File: config.mk
export PLATFORM = sky130hd
export DESIGN_NAME = truth_table_sweeper
export DESIGN_NICKNAME = d
export VERILOG_FILES = /design/src/rtl/truth_table_sweeper_pkg.sv /design/src/rtl/truth_table_sweeper_sync_2ff.sv /design/src/rtl/truth_table_sweeper.sv
export SDC_FILE = /design/constraint.sdc
export NUM_CORES = 1
export LEC_CHECK = 0
export CAP_MARGIN = 10
export CORE_MARGIN = 2
export CORE_UTILIZATION = 44
export DETAILED_ROUTE_END_ITERATION = 12
export PLACE_DENSITY = 0.71
export SLEW_MARGIN = 30
export SYNTH_ARGS = -nofsm -noshare
export SYNTH_HDL_FRONTEND = slang
export SYNTH_SLANG_ARGS = --single-unit
export TNS_END_PERCENT = 100
File: constraint.sdc
create_clock -name clk -period 2.7 [get_ports clk]
set_input_delay 0.54 -clock clk [delete_from_list [all_inputs] [get_ports clk]]
set_output_delay 0.54 -clock clk [all_outputs]
set_load 0.03 [all_outputs]
File: src/rtl/truth_table_sweeper_pkg.sv
// Shared definitions for the truth-table sweeper family (row indexing, FSM states).
// Kept width-generic so 2- and 4-input sweepers can reuse the same row/bit mapping.
package truth_table_sweeper_pkg;

  typedef enum logic [1:0] {
    IDLE,
    SETTLE,
    SAMPLE,
    DONE
  } state_t;

  localparam int ROW_W  = 3;
  localparam int N_ROWS = 1 << ROW_W;
  localparam logic [ROW_W-1:0] ROW_LAST = ROW_W'(N_ROWS - 1);

  // Row 0 lands in the table MSB, matching the hex convention for gate codes.
  function automatic logic [ROW_W-1:0] row_to_bit(input logic [ROW_W-1:0] row);
    return ROW_LAST - row;
  endfunction

endpackage

File: src/rtl/truth_table_sweeper_sync_2ff.sv
// Two-flop synchroniser for a single asynchronous level; clears to 0 on reset.
module sync_2ff (
  input  logic clk,
  input  logic rst_n,
  input  logic d,
  output logic q
);

  logic meta_p0;

  always_ff @(posedge clk) begin
    if (!rst_n) begin
      meta_p0 <= 1'b0;
      q       <= 1'b0;
    end else begin
      meta_p0 <= d;
      q       <= meta_p0;
    end
  end

endmodule

File: src/rtl/truth_table_sweeper.sv
// Steps a 3-input block through all rows, samples its output after a settle window
// and reports the measured truth table against an expected code.
module truth_table_sweeper
  import truth_table_sweeper_pkg::*;
#(
  parameter int               SETTLE_CYCLES = 16,
  parameter logic [N_ROWS-1:0] EXPECTED     = 8'hD6
) (
  input  logic              clk,
  input  logic              rst_n,
  input  logic              start,
  input  logic              abort,
  output logic              in1,
  output logic              in2,
  output logic              in3,
  input  logic              dut_out,
  output logic              busy,
  output logic              done,
  output logic [N_ROWS-1:0] table_out,
  output logic [N_ROWS-1:0] mismatch,
  output logic              pass
);

  localparam int CNT_W = (SETTLE_CYCLES > 1) ? $clog2(SETTLE_CYCLES) : 1;
  localparam logic [CNT_W-1:0] CNT_LAST = CNT_W'(SETTLE_CYCLES - 1);

  // The synchroniser eats two cycles of the settle window, so anything shorter
  // would sample the previous row.
  if (SETTLE_CYCLES < 3) begin : g_settle_too_short
    $error("truth_table_sweeper: SETTLE_CYCLES must be at least 3");
  end

  state_t            state;
  logic [ROW_W-1:0]  row;
  logic [CNT_W-1:0]  cnt;
  logic [N_ROWS-1:0] work;
  logic [N_ROWS-1:0] table_next;
  logic              dut_sync;

  sync_2ff u_sync (
    .clk   (clk),
    .rst_n (rst_n),
    .d     (dut_out),
    .q     (dut_sync)
  );

  always_comb begin
    table_next = work;
    table_next[row_to_bit(row)] = dut_sync;
  end

  always_ff @(posedge clk) begin
    if (!rst_n) begin
      state           <= IDLE;
      row             <= '0;
      cnt             <= '0;
      work            <= '0;
      {in1, in2, in3} <= '0;
      busy            <= 1'b0;
      done            <= 1'b0;
      table_out       <= '0;
      mismatch        <= '0;
      pass            <= 1'b0;
    end else begin
      done <= 1'b0;
      case (state)
        IDLE: begin
          {in1, in2, in3} <= '0;
          if (start) begin
            state <= SETTLE;
            row   <= '0;
            cnt   <= '0;
            work  <= '0;
            busy  <= 1'b1;
          end
        end
        SETTLE: begin
          if (abort) begin
            state           <= IDLE;
            {in1, in2, in3} <= '0;
            busy            <= 1'b0;
          end else begin
            {in1, in2, in3} <= row;
            cnt             <= cnt + 1'b1;
            if (cnt == CNT_LAST) state <= SAMPLE;
          end
        end
        SAMPLE: begin
          if (abort) begin
            state           <= IDLE;
            {in1, in2, in3} <= '0;
            busy            <= 1'b0;
          end else begin
            work <= table_next;
            if (row == ROW_LAST) begin
              state           <= DONE;
              done            <= 1'b1;
              busy            <= 1'b0;
              {in1, in2, in3} <= '0;
              table_out       <= table_next;
              mismatch        <= table_next ^ EXPECTED;
              pass            <= (table_next == EXPECTED);
            end else begin
              state           <= SETTLE;
              row             <= row + 1'b1;
              cnt             <= '0;
              {in1, in2, in3} <= row + 1'b1;
            end
          end
        end
        DONE: state <= IDLE;
        default: state <= IDLE;
      endcase
    end
  end

endmodule

==> impl_metrics.toml <==
[sta]
fmax_ghz = 0.476
fin_worst_skew_ps = 1.24
slew_headroom_pct = 64.2
drv_slew = 0
setup_violations = 0
finalCriticalPeriod_ps = 2100
finalCritPeriodShare_pct = 77.9
fin_setup_tns_ps = 0
tightest_slew_ps = 534
rsz0062_at_grt = "no"
hold_viol_final = 0

[drt]
vias = 1608
first_pass_iters = 5
viasPerCell = 5.54
wl_mm = 3.95
drc = 0
ant_nets = 0
wl_per_cell_um = 13.6
first_iter_violations = 80

[finish]
drive_gt1_share_pct = 9.58
utilization_pct = 56.2
num_antenna_cells = 0
layout.filler_cells = 369
nNetsFinal = 253
area_delta_synth_final_pct = 23.0
design_area_mm2 = 0.00225
multi_input_area_um2 = 975
seqCellArea_um2 = 761
final_cells = 290

[yosys]
synth_cell_types = 43
synthesis.area_mm2 = 0.00183
synth_area_leader_cell = "dfxtp_1"
ys_warn_count = 0
synth-seq-area-share_pct = 41.6
synth_edf_count = 0
avgSynthCellArea_um2 = 8.51
synth_top_cells_by_area = "dfxtp_1 (42%), a21oi_1 (6.8%), nor2_1 (6.0%)"
ys_top_cells_by_count = "dfxtp_1 (38), nor2_1 (29), a21oi_1 (25)"
synthArstFlopShare_pct = 0
ys_ff_latch = 38
yosysTopAreaCellShare_pct = 41.6
synthCells = 215
dominantRegCellSynth = "dfxtp_1"
synthMostInstantiatedCell = "dfxtp_1"
syn-num-nets = 228

[critical_path]
startpoint_type = "register"
worstSetupEndpointType = "register"
cp.required_ps = 2920
crit_arrival_ps = 2330
cp_max_fo = 13
setup.worst_path.class = "reg -> reg"

[global_routing]
grt_max_degree = 21
overflow = 0
antenna_found_initial = 0
grt_pass1_vias = 1441
grtUsageTotal_pct = 19.2
grt_first_pass_wirelength_mm = 6.67

[floorplanning]
num_rows = 23
die_h_um = 68.5
ios = 27
chipWidth_um = 68.5
dieArea_mm2 = 0.00469
core_area_mm2 = 0.00400
initial_utilization_pct = 45.7

[cts]
cts.sinks = 38
cts_buffer_depth = 2
htreeDepth = 2
cts_made_buffers = 5
hold_buffers = 0
cts_tree = "built"
postCtsSetupRepairBufs = 0
cts.clk_slew.worst_paths_ps = 70
insertion_delay_ps = 280
cts_resized = 0
cts_root_buffer = "clkbuf_8"

[power]
ir_drop_mv = 0.320
p_leak_nw = 0.862
cellPowerDensity_mw_per_mm2 = 539

[flow_run]
drv_cap = 0

[placement]
place_congestion = 0.751
port_buffers = 26
dp_cells = 283
hpwl_mm = 2.72
placed_cell_area_mm2 = 0.00214

[outcome]
status = "complete, no violations"

[worst_hold_path]
min_path_type = "reg -> reg"
## report_power, final
group	total (W)	switching [W]	internal (W)
sequential	0.000578	0.00000769	0.000570
clock	0.000487	0.000191	0.000295
combinational	0.000148	0.0000873	0.0000602
total	0.00121	0.000286	0.000926
## sequential cells by signal (all words and copies together), names as in the netlist
signal,count
state,2
in3,1
busy,1
in1,1
work,8
u_sync.meta_p0,1
pass,1
mismatch,5
in2,1
cnt,4
row,3
done,1
u_sync.q,1
table_out,8
## kinds of logic after synthesis
kind of cell             after synthesis  share of synthesized area (%)
flip-flops                            38                           41.6
multiplexers                           9                           5.06
AO/OA/AOI/OAI                         57                           20.1
AND/OR/NAND/NOR                       82                           22.4
buffers and inverters                 21                           5.40
adder cells (fa/ha/maj)                8                           5.47
## metrics by stage
stage	power [W]	setup WS, ps	hold slack (ps)
finish	0.00121	598	435
global route	0.00126	509	462
CTS	0.00123	609	439
detailed placement	0.000735	417	419
global placement	0.000734	449	415
floorplan	0.000692	778	412
## worst paths after layout
path | slack, ps | from | depth (start not counted) | end
worst min register to register | 440 | u_sync.meta_p0$_SDFF_PN0_ | 1 | u_sync.q$_SDFF_PN0_
worst min-delay path | 440 | u_sync.meta_p0$_SDFF_PN0_ | 1 | u_sync.q$_SDFF_PN0_
worst max-delay path | 600 | row[1]$_SDFFE_PN0P_ | 7 | cnt[3]$_SDFFE_PN0P_
worst max register to register | 600 | row[1]$_SDFFE_PN0P_ | 7 | cnt[3]$_SDFFE_PN0P_
## cell type report
class,count,share of cell area (%)
clock buffer,6,3.67
tap,50,2.78
timing repair buffer,34,14.2
multi-input combinational,156,43.3
clock inverter,1,1.33
sequential,38,33.8
inverter,5,0.834
## critical path, cell delays in order, from the launching register on
cell,delay [ps]
dfxtp_1,440
ha_1,260
ha_1,260
or2_4,260
a211oi_4,260
nand2_2,80
or3_1,330
a21oi_2,140
## routing by layer
metal / vias up / track usage [%] / share of wire, %
met4: 0 / 8.50 / 1.6
met1: 766 / 25.7 / 47
met3: 6 / 4.11 / 4.2
met5: - / 0 / 0
met2: 29 / 29.7 / 48
li1: 807 / - / -
## cell usage in the layout, fill, tap and decap left out, types with 2 or more instances in the layout
| master | netlist | final |
|---|---|---|
| o21ai_0 | 11 | 11 |
| nand4_1 | 3 | 3 |
| nor2_1 | 29 | 29 |
| and2_1 | 2 | 2 |
| nand2b_1 | 4 | 4 |
| a211oi_1 | 2 | 2 |
| buf_4 | 3 | 8 |
| nand3_1 | 4 | 4 |
| a21o_1 | 2 | 2 |
| clkbuf_8 | 0 | 6 |
| a22oi_1 | 3 | 3 |
| clkdlybuf4s50_1 | 0 | 26 |
| nand3b_1 | 4 | 4 |
| a32oi_1 | 2 | 2 |
| dfxtp_1 | 38 | 38 |
| inv_1 | 5 | 5 |
| a311oi_1 | 2 | 2 |
| mux2_2 | 2 | 2 |
| nor3_1 | 2 | 2 |
| nand2_1 | 19 | 19 |
| a2bb2oi_1 | 2 | 2 |
| nor2b_1 | 3 | 3 |
| a22o_1 | 2 | 2 |
| a21oi_1 | 25 | 25 |
| ha_1 | 8 | 8 |
| mux2i_1 | 7 | 7 |
Power figures use the tool's default switching activity.
